`src/rtl/br_train_sched_if.sv`:
```
// Commit/training bus between the branch commit stage, the training scheduler
// and the predictor table write port.
`ifndef AddrWidth
`define AddrWidth 32
`endif
`ifndef PredTableDepth
`define PredTableDepth 16
`endif

interface br_train_sched_if #(
    parameter int ADDR     = `AddrWidth,
    parameter int PRT_D    = `PredTableDepth,
    parameter int SIMBRCOM = 2
);
    localparam int IDX = $clog2(PRT_D);

    logic                     init_;
    logic [SIMBRCOM-1:0]      br_commit_;
    logic [SIMBRCOM-1:0]      br_taken_;
    logic [SIMBRCOM*ADDR-1:0] br_addr;
    logic                     upd_;
    logic [IDX-1:0]           upd_idx;
    logic                     upd_taken;
    logic                     upd_init;
    logic                     busy;
    logic [7:0]               drop_cnt;

    modport master (
        output init_, br_commit_, br_taken_, br_addr,
        input  upd_, upd_idx, upd_taken, upd_init, busy, drop_cnt
    );

    modport slave (
        input  init_, br_commit_, br_taken_, br_addr,
        output upd_, upd_idx, upd_taken, upd_init, busy, drop_cnt
    );
endinterface

```
`src/rtl/br_train_sched.sv`:
```
// Branch predictor training scheduler: sweeps the table to weakly-not-taken
// on init, then drains a queue of committed branch outcomes one write per cycle.
`ifndef AddrWidth
`define AddrWidth 32
`endif
`ifndef PredTableDepth
`define PredTableDepth 16
`endif

module br_train_sched #(
    parameter int ADDR     = `AddrWidth,
    parameter int PRT_D    = `PredTableDepth,
    parameter int SIMBRCOM = 2,
    parameter int QDEPTH   = 8
) (
    input  logic          clk,
    input  logic          reset_,
    br_train_sched_if.slave bus
);
    localparam int IDX = $clog2(PRT_D);
    localparam int QW  = $clog2(QDEPTH) + 1;
    localparam int PW  = $clog2(QDEPTH);

    typedef enum logic {
        ST_INIT = 1'b0,
        ST_RUN  = 1'b1
    } state_t;

    state_t         state_r, state_s;
    logic [IDX-1:0] sweep_r, sweep_s;
    logic [IDX-1:0] q_idx_r   [QDEPTH];
    logic           q_taken_r [QDEPTH];
    logic [PW-1:0]  rd_ptr_r, wr_ptr_r;
    logic [QW-1:0]  occ_r;
    logic [7:0]     drop_r;
    logic           upd_n_r, upd_taken_r, upd_init_r;
    logic [IDX-1:0] upd_idx_r;

    logic           pop_s, wr_s, wr_taken_s, wr_init_s;
    logic [IDX-1:0] wr_idx_s;
    logic [QW-1:0]  free_s, n_push_s;
    logic [7:0]     n_drop_s;
    logic [8:0]     drop_sum_s;
    logic           push_en_s   [SIMBRCOM];
    logic [PW-1:0]  push_slot_s [SIMBRCOM];

    // Next state and the single table write of this cycle (sweep or drain).
    always_comb begin
        state_s    = state_r;
        sweep_s    = sweep_r;
        pop_s      = 1'b0;
        wr_s       = 1'b0;
        wr_idx_s   = '0;
        wr_taken_s = 1'b0;
        wr_init_s  = 1'b0;
        case (state_r)
            ST_INIT: begin
                wr_s      = 1'b1;
                wr_idx_s  = sweep_r;
                wr_init_s = 1'b1;
                if (!bus.init_) begin
                    sweep_s = '0;
                end else if (sweep_r == IDX'(PRT_D - 1)) begin
                    state_s = ST_RUN;
                    sweep_s = '0;
                end else begin
                    sweep_s = sweep_r + IDX'(1);
                end
            end
            ST_RUN: begin
                // An init request takes the cycle, so the queue head stays put.
                if (!bus.init_) begin
                    state_s = ST_INIT;
                    sweep_s = '0;
                end else if (occ_r != '0) begin
                    pop_s      = 1'b1;
                    wr_s       = 1'b1;
                    wr_idx_s   = q_idx_r[rd_ptr_r];
                    wr_taken_s = q_taken_r[rd_ptr_r];
                end else begin
                    pop_s = 1'b0;
                end
            end
            default: begin
                state_s = ST_INIT;
                sweep_s = '0;
            end
        endcase
    end

    // Allocate free slots to valid commit ports in ascending order; the rest drop.
    always_comb begin
        free_s   = QW'(QDEPTH) - occ_r + QW'(pop_s);
        n_push_s = '0;
        n_drop_s = 8'd0;
        for (int i = 0; i < SIMBRCOM; i++) begin
            push_en_s[i]   = 1'b0;
            push_slot_s[i] = wr_ptr_r + n_push_s[PW-1:0];
            if (!bus.br_commit_[i]) begin
                if (n_push_s < free_s) begin
                    push_en_s[i] = 1'b1;
                    n_push_s     = n_push_s + QW'(1);
                end else begin
                    n_drop_s = n_drop_s + 8'd1;
                end
            end else begin
                push_en_s[i] = 1'b0;
            end
        end
        drop_sum_s = {1'b0, drop_r} + {1'b0, n_drop_s};
    end

    // State, queue storage, drop counter and registered write strobe.
    always_ff @(posedge clk) begin
        if (!reset_) begin
            state_r     <= ST_INIT;
            sweep_r     <= '0;
            rd_ptr_r    <= '0;
            wr_ptr_r    <= '0;
            occ_r       <= '0;
            drop_r      <= 8'd0;
            upd_n_r     <= 1'b1;
            upd_idx_r   <= '0;
            upd_taken_r <= 1'b0;
            upd_init_r  <= 1'b0;
            for (int i = 0; i < QDEPTH; i++) begin
                q_idx_r[i]   <= '0;
                q_taken_r[i] <= 1'b0;
            end
        end else begin
            state_r <= state_s;
            sweep_r <= sweep_s;
            for (int i = 0; i < SIMBRCOM; i++) begin
                if (push_en_s[i]) begin
                    q_idx_r[push_slot_s[i]]   <= bus.br_addr[i*ADDR+2 +: IDX];
                    q_taken_r[push_slot_s[i]] <= ~bus.br_taken_[i];
                end
            end
            wr_ptr_r    <= wr_ptr_r + n_push_s[PW-1:0];
            rd_ptr_r    <= rd_ptr_r + PW'(pop_s);
            occ_r       <= occ_r + n_push_s - QW'(pop_s);
            drop_r      <= drop_sum_s[8] ? 8'd255 : drop_sum_s[7:0];
            upd_n_r     <= ~wr_s;
            upd_idx_r   <= wr_idx_s;
            upd_taken_r <= wr_taken_s;
            upd_init_r  <= wr_init_s;
        end
    end

    assign bus.upd_      = upd_n_r;
    assign bus.upd_idx   = upd_idx_r;
    assign bus.upd_taken = upd_taken_r;
    assign bus.upd_init  = upd_init_r;
    assign bus.drop_cnt  = drop_r;
    assign bus.busy      = (QW'(QDEPTH) - occ_r) < QW'(SIMBRCOM);
endmodule

```
`src/flat_wrapper.sv`:
```
// flat-port wrapper written by rule: the top's interface ports become plain ports
module br_train_sched_flat 
#(
    parameter int ADDR     = `AddrWidth,
    parameter int PRT_D    = `PredTableDepth,
    parameter int SIMBRCOM = 2,
    parameter int QDEPTH   = 8
)
  (clk, reset_, bus_init_, bus_br_commit_, bus_br_taken_, bus_br_addr, bus_upd_, bus_upd_idx, bus_upd_taken, bus_upd_init, bus_busy, bus_drop_cnt);
  br_train_sched_if #(.ADDR(ADDR), .PRT_D(PRT_D), .SIMBRCOM(SIMBRCOM)) bus_i ();
  input  logic clk;
  input  logic reset_;
  input wire logic [$bits(bus_i.init_)-1:0] bus_init_;
  input wire logic [$bits(bus_i.br_commit_)-1:0] bus_br_commit_;
  input wire logic [$bits(bus_i.br_taken_)-1:0] bus_br_taken_;
  input wire logic [$bits(bus_i.br_addr)-1:0] bus_br_addr;
  output wire logic [$bits(bus_i.upd_)-1:0] bus_upd_;
  output wire logic [$bits(bus_i.upd_idx)-1:0] bus_upd_idx;
  output wire logic [$bits(bus_i.upd_taken)-1:0] bus_upd_taken;
  output wire logic [$bits(bus_i.upd_init)-1:0] bus_upd_init;
  output wire logic [$bits(bus_i.busy)-1:0] bus_busy;
  output wire logic [$bits(bus_i.drop_cnt)-1:0] bus_drop_cnt;
  assign bus_i.init_ = bus_init_;
  assign bus_i.br_commit_ = bus_br_commit_;
  assign bus_i.br_taken_ = bus_br_taken_;
  assign bus_i.br_addr = bus_br_addr;
  assign bus_upd_ = bus_i.upd_;
  assign bus_upd_idx = bus_i.upd_idx;
  assign bus_upd_taken = bus_i.upd_taken;
  assign bus_upd_init = bus_i.upd_init;
  assign bus_busy = bus_i.busy;
  assign bus_drop_cnt = bus_i.drop_cnt;
  br_train_sched #(.ADDR(ADDR), .PRT_D(PRT_D), .SIMBRCOM(SIMBRCOM), .QDEPTH(QDEPTH)) u_core (.clk(clk), .reset_(reset_), .bus(bus_i));
endmodule
```
`config.mk`:
```
export PLATFORM = sky130hd
export DESIGN_NAME = br_train_sched_flat
export DESIGN_NICKNAME = d
export VERILOG_FILES = /design/src/rtl/br_train_sched_if.sv /design/src/rtl/br_train_sched.sv /design/src/flat_wrapper.sv
export SDC_FILE = /design/constraint.sdc
export NUM_CORES = 1
export LEC_CHECK = 0
export BUFFER_PORTS_ARGS = -buffer_cell sky130_fd_sc_hd__buf_2
export CAP_MARGIN = 25
export CORE_ASPECT_RATIO = 1.1
export CORE_MARGIN = 10
export CORE_UTILIZATION = 45
export CTS_CLUSTER_DIAMETER = 80
export DETAILED_ROUTE_END_ITERATION = 10
export PLACE_DENSITY = 0.68
export SKIP_CTS_REPAIR_TIMING = 1
export SLEW_MARGIN = 20
export SYNTH_ARGS = -nofsm -noshare
export SYNTH_HDL_FRONTEND = slang
export SYNTH_SLANG_ARGS = --single-unit
```
`constraint.sdc`:
```
create_clock -name clk -period 5.55 [get_ports clk]
set_input_delay 0 -clock clk [delete_from_list [all_inputs] [get_ports clk]]
set_output_delay 0 -clock clk [all_outputs]
set_load 0.005 [all_outputs]
```
* Word level (Yosys, flattened, before mapping) *
Memory sizes are Yosys's and may differ from the RTL's. A register that Yosys moved wholly into a read port is not among the register bits.
Cells that the tools add are included.

cells by class
  $lt $le $gt $ge = 3
  eq/ne operators = 2
  mux-type cells = 49
  bitwise logic cells = 4
  $add $sub $neg = 11
  reductions and logical operators = 7

operators with widths
  kind                                                        count
  two-way mux 4 bit                                           10
  two-way mux 8 bit                                           4
  two-way mux 1 bit                                           26
  one-hot mux 4 bit (2 select lines)                          2
  two-way mux 3 bit                                           5
  adder 8 x 8 -> 9 bit                                        1
  adder 4 x 1 -> 4 bit, second input constant                 2
  adder 8 x 1 -> 8 bit, second input constant                 1
  OR reduction 4 bit                                          2
  adder 3 bit                                                 2
  adder 4 x 1 -> 4 bit                                        1
  adder 4 bit                                                 1
  == test 4 bit, second input constant                        1
  less-than comparator 1 x 4 -> 1 bit, first input constant   1
  less-than comparator 4 x 2 -> 1 bit, second input constant  1
  less-than comparator 4 bit                                  1
  inverter 1 bit                                              4
  one-hot mux 1 bit (2 select lines)                          2
  AND reduction 4 bit                                         1
  nonzero test 4 bit                                          1
  subtractor 4 x 1 -> 4 bit                                   1
  subtractor 4 bit, first input constant                      1
  adder 3 x 1 -> 3 bit                                        1
  != test 2 bit, second input constant                        1
  2 further kinds                                             3

word-level totals
  register bits after elaboration = 29
  memories kept = 2
  RAM bits = 40
  output and inout bits = 16
  bits of input ports = 71
  word-level logic and storage cells = 87

memory list
  name              words  bits a word  rd ports  clocked after memory_dff  wr ports  line                  text
  u_core.q_idx_r    8      4            1         1                         8         br_train_sched.sv:31  logic [IDX-1:0] q_idx_r [QDEPTH];
  u_core.q_taken_r  8      1            1         1                         8         br_train_sched.sv:32  logic q_taken_r [QDEPTH];

* Longest topological paths before layout *
Gate-level depths: netlist of the first run.

  depth in word-level cells = 16
  gate-level depth with buffers = 19
  depth with buffers taken out = 18

* Worst setup path after synthesis of the first run *
OpenSTA, ideal clock, no wires.

  path type = reg2reg
  start = register u_core.occ_r[0]
  end = memory u_core.q_idx_r[1][0] (netlist name), data pin
  stages on the path, launching flop included = 18
  arrival time = 3796 ps
  required time = 5290 ps
  library setup time = 260 ps
  period minus slack after synthesis = 4055 ps
  buffers on the path = 2
  slack = 1495 ps
  cells stage by stage = dfxtp_1 > inv_1 > ha_1 > nand2_1 > and3_1 > ha_1 > ha_1 > xnor2_1 > o2111ai_1 > buf_2 > nor2b_1 > ha_1 > ha_1 > nor3_1 > nand3_1 > nand2b_1 > buf_2 > mux2_2

RTL lines
  element                 line                   text
  start, declared         br_train_sched.sv:34   logic [QW-1:0] occ_r;
  start signal, assigned  br_train_sched.sv:141  occ_r <= occ_r + n_push_s - QW'(pop_s);
  end, declared           br_train_sched.sv:31

==> impl_metrics.env, run 1 <==
export IMPL_number_of_global_route_vias_before_repair=2994
export IMPL_netlist_instances=401
export IMPL_critical_path_required_ps=5650
export IMPL_num_rows=36
export IMPL_ff2ff_setup_slack_ps=1210
export IMPL_rsz_0062_raised_after_global_routing="no"
export IMPL_achievable_frequency_ghz=0.2303
export IMPL_async_flop_share_pct=0
export IMPL_grt_total_usage_pct=13.10
export IMPL_std_cell_core_area_mm2=0.008874
export IMPL_synth_top_cell_area_share_pct=23.36
export IMPL_yosysWarningCount=0
export IMPL_instances_no_fill=544
export IMPL_post_place_cells=527
export IMPL_fin_nets=518
export IMPL_drt_first_iter_violations=170
export IMPL_yosys_cell_types_count=41
export IMPL_pwr_density_mw_per_mm2=367.5
export IMPL_cts_clk_slew_worst_paths_ps=70
export IMPL_synth_fp_nets=494
export IMPL_grt_pass1_wl_mm=14.70
export IMPL_start_util_pct=46.35
export IMPL_timing_critical_path_fanout_max=6
export IMPL_die_h_um=120.3
export IMPL_report_final_hold_viol_count=0
export IMPL_synth_compound_gate_area_share_pct=8.123
export IMPL_cts_max_path_buffers=2
export IMPL_synth_area_mm2=0.004113
export IMPL_leakagePower_nw=1.924
export IMPL_synth_largest_area_cell="edfxtp_1"
export IMPL_share_of_the_yosys_chip_area_belonging_to_registers_pct=41.86
export IMPL_grt_overflow_total=0
export IMPL_finish_utilization_pct=50.76
export IMPL_synth_most_common_cell="nand2_1"
export IMPL_tightest_slew_ps=768.5
export IMPL_post_synth_fa_ha_maj_area_fraction_pct=7.241
export IMPL_synth_top_family_by_area="simple AND/OR/NAND/NOR gates"
export IMPL_clock_tree_htree_level_count=3
export IMPL_ys_flop_type="dfxtp_1"
export IMPL_fin_crit_ps=4343
export IMPL_cts_tree="built"
export IMPL_num_io_pins=87
export IMPL_worst_setup_path_type="flip-flop to flip-flop"
export IMPL_layout_cell_share_with_drive_strength_beyond_1_pct=22.33
export IMPL_grt_antenna_before_repair=0
export IMPL_floorplan_die_width_um=111.2
export IMPL_routed_wl_mm=8.533
export IMPL_worst_path_arrival_ps=4440
export IMPL_placement_io_buffers=30
export IMPL_die_area_mm2=0.01337
export IMPL_synthSimpleGateAreaFrac_pct=19.44
export IMPL_pin_count_of_the_biggest_net_entering_global_routing=58
export IMPL_area_growth_synth_to_final_pct=9.522
export IMPL_place_gp_congestion=0.8839
export IMPL_report_power_total_w=0.001655
export IMPL_portion_of_the_clock_cycle_consumed_by_the_worst_path_in_the_final_layout_pct=78.24
export IMPL_number_of_flops_mapped_to_enable_cells_by_yosys=32
export IMPL_synth_common_cells="nand2_1 (40), dfxtp_1 (38), and3_1 (33), mux2_2 (33), edfxtp_1 (32)"
export IMPL_cts_inserted_buffers=9
export IMPL_detail_route_vias_per_cell=5.401
export IMPL_relSlewSlack_pct=48.71
export IMPL_post_route_drc_count=0
export IMPL_worst_clock_skew_ps=7.096
export IMPL_outcome="finished clean"
export IMPL_setup_worst_path_end_class="flip-flop"
export IMPL_post_synth_cell_area_avg_um2=10.26
export IMPL_worst_hold_path_type="input port to flip-flop"
export IMPL_diodes=0
export IMPL_tns_ps=0
export IMPL_ant_nets=0
export IMPL_clock_insertion_delay_worst_skew_ps=350
export IMPL_dp_final_hpwl_mm=6.422
export IMPL_clk_root_buffer_cell="clkbuf_8"
export IMPL_detailroute_via_count=2938
export IMPL_irDropWorstVdd_v=0.0001234
export IMPL_drt_wirelength_per_cell_um=15.69
export IMPL_synth_area_leaders="edfxtp_1 (23%), dfxtp_1 (18%), mux2_2 (9.0%)"
export IMPL_yosys_mux_area_fraction_pct=16.49
export IMPL_finalSetupViolCount=0
export IMPL_yosys_register_bits=70
export IMPL_xor_and_xnor_area_share_after_synthesis_pct=2.981
export IMPL_cts_sinks=70
export IMPL_drt_pass1_iter_count=4
export IMPL_worst_setup_path_start_kind="flip-flop"
export IMPL_report_final_slew_viol_count=0
export IMPL_cap_viol_max_count=0
[per-stage QoR]
step,instance area (um2),setup WS (ps),hold slack [ps]
2_1_floorplan,4113,1495,107.8
3_3_place_gp,4328,1275,221.4
3_5_place_dp,4328,1198,230.9
4_1_cts,4494,1177,-142.1
5_1_grt,4504,831.9,76.41
6_report,4504,1207,51.32
[layout by cell type (no fill, tap or decap), drive strengths merged, types with 7 or more instances in the layout]
cell and count:
nand2 40, dfxtp 38, mux2 34, and3 33
edfxtp 32, nor2 31, buf 31, ha 19
a21oi 17, inv 17, nor3 16, nand3 12
a31oi 11, clkbuf 11, xnor2 10, a21o 10
mux4 10, nand2b 9, mux2i 7
[cell type report]
class | instances | area [um2]
Multi-Input combinational cell | 294 | 2238
Clock buffer | 11 | 141.4
Sequential cell | 70 | 1722
Tap cell | 114 | 142.6
Timing Repair Buffer | 32 | 167.7
Fill cell | 817 | 4369
Clock inverter | 5 | 25.02
Inverter | 18 | 67.56
[sequential cells by signal, summed over array words and instances, names as in the netlist]
register	flops
u_core.bus.drop_cnt	8
u_core.state_r	1
u_core.rd_ptr_r	3
u_core.bus.upd_taken	1
u_core.wr_ptr_r	3
u_core.bus.upd_init	1
u_core.sweep_r	4
u_core.bus.upd_	1
u_core.occ_r	4
u_core.q_taken_r	8
u_core.q_idx_r	32
u_core.bus.upd_idx	4
[per-layer routing]
metal | wire length, um | GRT usage (%) | up-vias
met5 | 0 | 0 | -
met1 | 3807 | 15.25 | 1377
met2 | 4253 | 23.30 | 51
li1 | - | - | 1497
met4 | 173 | 5.868 | 0
met3 | 299 | 2.028 | 13
[final timing paths]
| check | startpoint | to | cells past startpoint |
|---|---|---|---|
| max | u_core.occ_r[0] | u_core.q_idx_r[1][3] | 15 |
| min | bus_br_addr[37] | u_core.q_idx_r[7][3] | 2 |
| max reg2reg | u_core.occ_r[0] | u_core.q_idx_r[1][3] | 15 |
| min reg2reg | u_core.sweep_r[3] | u_core.bus.upd_idx[3] | 2 |
[critical path, stage by stage, from the launching register on]
cell and delay, ps:
dfxtp_1 350, inv_1 90, ha_1 230, nand2_1 90, and3_1 240, ha_1 230, ha_1 200, xnor2_1 320
o2111ai_2 180, nor2b_1 190, ha_1 200, ha_1 280, nor3_1 620, nand3_1 190, nand2b_1 320, mux2_2 350
[cells by family after synthesis]
| family | Yosys count |
|---|---|
| xor+xnor | 14 |
| fa+ha+maj | 22 |
| buf+inv | 37 |
| compound gates | 49 |
| flops | 70 |
| mux | 51 |
| simple gates | 158 |
[report_power, final]
| group | switching (W) | total (W) | internal, W |
|---|---|---|---|
| clock network | 0.000187 | 0.000357 | 0.000170 |
| logic | 0.000376 | 0.000627 | 0.000251 |
| registers | 0.0000471 | 0.000671 | 0.000624 |
| total | 0.000610 | 0.00166 | 0.00104 |
Note: power is estimated with default switching activity, not from simulation.
==> run 2: changes to the inputs <==
Settings changed: PLACE_DENSITY 0.68 to 0.7.
Clock period 5.55 ns to 3.6 ns, I/O delays scaled along.
==> run 2 against run 1 <==
- critical path depth grew 4
- register-to-register slack lost 1100 ps
- combinational power grew 95%
- cell count grew 3.1%
- hold slack gained 12 ps
- via count grew 3.7%
- sequential power grew 54%
- largest cell class unchanged
==> impl_metrics.env, run 2 (synthesis results as in run 1) <==
export IMPL_outcome="finished clean"
export IMPL_place_gp_congestion=0.8495
export IMPL_tightest_slew_ps=701.2
export IMPL_clock_tree_htree_level_count=3
export IMPL_worst_setup_path_type="flip-flop to flip-flop"
export IMPL_diodes=0
export IMPL_achievable_frequency_ghz=0.2879
export IMPL_cp_buf_inv_count=4
export IMPL_relSlewSlack_pct=53.19
export IMPL_stdcell_area_mm2=0.004808
export IMPL_placement_io_buffers=30
export IMPL_cts_clk_slew_worst_paths_ps=80
export IMPL_worst_clock_skew_ps=5.615
export IMPL_place_ws_ps=-18.69
export IMPL_report_final_slew_viol_count=0
export IMPL_grt_use_met1_pct=14.95
export IMPL_grt_pass1_wl_mm=15.07
export IMPL_instances_no_fill=561
export IMPL_layout_cells_most_common="nand2_1"
export IMPL_portion_of_the_clock_cycle_consumed_by_the_worst_path_in_the_final_layout_pct=96.49
export IMPL_setup_ws_post_layout_ps=126.2
export IMPL_rsz_0062_raised_after_global_routing="yes"
export IMPL_placement_cell_area_mm2=0.004494
export IMPL_fin_nets=535
export IMPL_worst_hold_path_type="input port to flip-flop"
export IMPL_grt_overflow_total=0
export IMPL_finalSetupViolCount=0
export IMPL_die_h_um=120.3
export IMPL_regMostFlops="u_core.q_idx_r"
export IMPL_post_route_drc_count=0
export IMPL_hold_path_startpoint="bus_br_addr[37]"
export IMPL_cts_sinks=70
export IMPL_groute_layer_met2_usage_pct=24.26
export IMPL_critical_path_top_delay_family="adder cells"
export IMPL_grt_antenna_before_repair=0
export IMPL_floorplan_die_width_um=111.2
export IMPL_worst_path_arrival_ps=3760
export IMPL_clock_insertion_delay_worst_skew_ps=350
export IMPL_irDropWorstVdd_v=0.0002426
export IMPL_slowest_delay_ps=410
export IMPL_num_io_pins=87
export IMPL_drt_first_iter_violations=130
export IMPL_met3_usage_pct=2.918
export IMPL_critPathLaunch="u_core.occ_r[0]"
export IMPL_std_cell_core_area_mm2=0.008874
export IMPL_cts_tree="built"
export IMPL_number_of_global_route_vias_before_repair=3239
export IMPL_cts_max_path_buffers=2
export IMPL_gr_max_usage_layer="met2"
export IMPL_worst_setup_path_start_kind="flip-flop"
export IMPL_dp_final_hpwl_mm=6.574
export IMPL_fin_crit_ps=3474
export IMPL_cts_inserted_buffers=9
export IMPL_ant_nets=0
export IMPL_post_place_cells=541
export IMPL_worstPathCellList="inv_1 > ha_4 > nand2_1 > and3_4 > ha_2 > ha_1 > xnor2_2 > buf_4 > o2111ai_4 > inv_2 > ha_1 > mux2_2 > ha_1 > inv_1 > fa_1 > nand2b_4 > nor2_2 > nand3_2 > a21oi_1"
export IMPL_routed_wl_mm=8.851
export IMPL_largest_register_ff_count=32
export IMPL_area_growth_synth_to_final_pct=16.92
export IMPL_pin_count_of_the_biggest_net_entering_global_routing=57
export IMPL_crit_path_top_delay_cell="fa_1"
export IMPL_grt_total_usage_pct=13.35
export IMPL_detailroute_via_count=3046
export IMPL_leakagePower_nw=2.070
export IMPL_die_area_mm2=0.01337
export IMPL_worst_r2r_cell_count=19
export IMPL_holdPathStages=2
export IMPL_path_depth=19
export IMPL_cap_viol_max_count=0
export IMPL_start_util_pct=46.35
export IMPL_clk_root_buffer_cell="clkbuf_8"
export IMPL_setup_worst_path_end_class="flip-flop"
export IMPL_timing_critical_path_fanout_max=6
export IMPL_layout_cell_share_with_drive_strength_beyond_1_pct=30.65
export IMPL_report_final_hold_viol_count=0
export IMPL_critical_path_top_cell_by_count="ha_1"
export IMPL_reg2reg_from="u_core.occ_r[0]"
export IMPL_num_rows=36
export IMPL_final_cell_mix="nand2_1 (40), dfxtp_1 (38), mux2_2 (33)"
export IMPL_critical_path_required_ps=3880
export IMPL_tns_ps=0
export IMPL_detail_route_vias_per_cell=5.430
export IMPL_pwr_density_mw_per_mm2=598.3
export IMPL_drt_wirelength_per_cell_um=15.78
export IMPL_drt_pass1_iter_count=4
## run 2: changes by cell type in the layout (fill, tap and decap cells not counted), sizes merged
cell      change
buf          +17
bufinv        +1
clkinv        -3
clkinvlp      +1
inv           +1
## run 2: cell type report
cell class | instances | area [um2]
fill | 754 | 4065
multi-input combinational | 294 | 2387
sequential | 70 | 1722
timing repair buffer | 49 | 299.0
tap | 114 | 142.6
clock buffer | 11 | 131.4
inverter | 18 | 67.56
clock inverter | 5 | 58.81
## run 2: report_power, final
| part | total, W | switching, W | internal, W |
|---|---|---|---|
| registers | 0.00103 | 0.0000658 | 0.000962 |
| logic | 0.00122 | 0.000682 | 0.000541 |
| clock network | 0.000626 | 0.000304 | 0.000322 |
## run 2: per-layer routing
layer / wire (um) / share of wire, % / vias up
met5: 0 / 0 / -
met4: 130 / 1.5 / 0
met3: 362 / 4.1 / 14
met2: 4547 / 51 / 52
met1: 3811 / 43 / 1447
li1: - / - / 1533
## run 2: path summary, 6_finish.rpt
check	to	slack, ps
max	u_core.bus.drop_cnt[0]	130
min reg2reg	u_core.bus.upd_idx[3]	510
min	u_core.q_idx_r[7][3]	60
max reg2reg	u_core.bus.drop_cnt[0]	130
## run 2: worst register-to-register path: stages, from the launching register on
cell and delay [ps]:
dfxtp_1 310, inv_1 110, ha_4 160, nand2_1 70, and3_4 210, ha_2 190
ha_1 210, xnor2_2 170, buf_4 150, o2111ai_4 90, inv_2 70, ha_1 270
mux2_2 150, ha_1 160, inv_1 50, fa_1 410, nand2b_4 170, nor2_2 120
nand3_2 170, a21oi_1 180
## run 2: metrics by stage
step	utilization, %	hold WS (ps)	total power, W
2_1_floorplan	-	107.9	0.001885
3_3_place_gp	50.65	224.9	0.002135
3_5_place_dp	50.65	230.8	0.002175
4_1_cts	52.79	-132.9	0.002805
5_1_grt	54.19	64.99	0.003066
6_report	54.19	63.57	0.002877
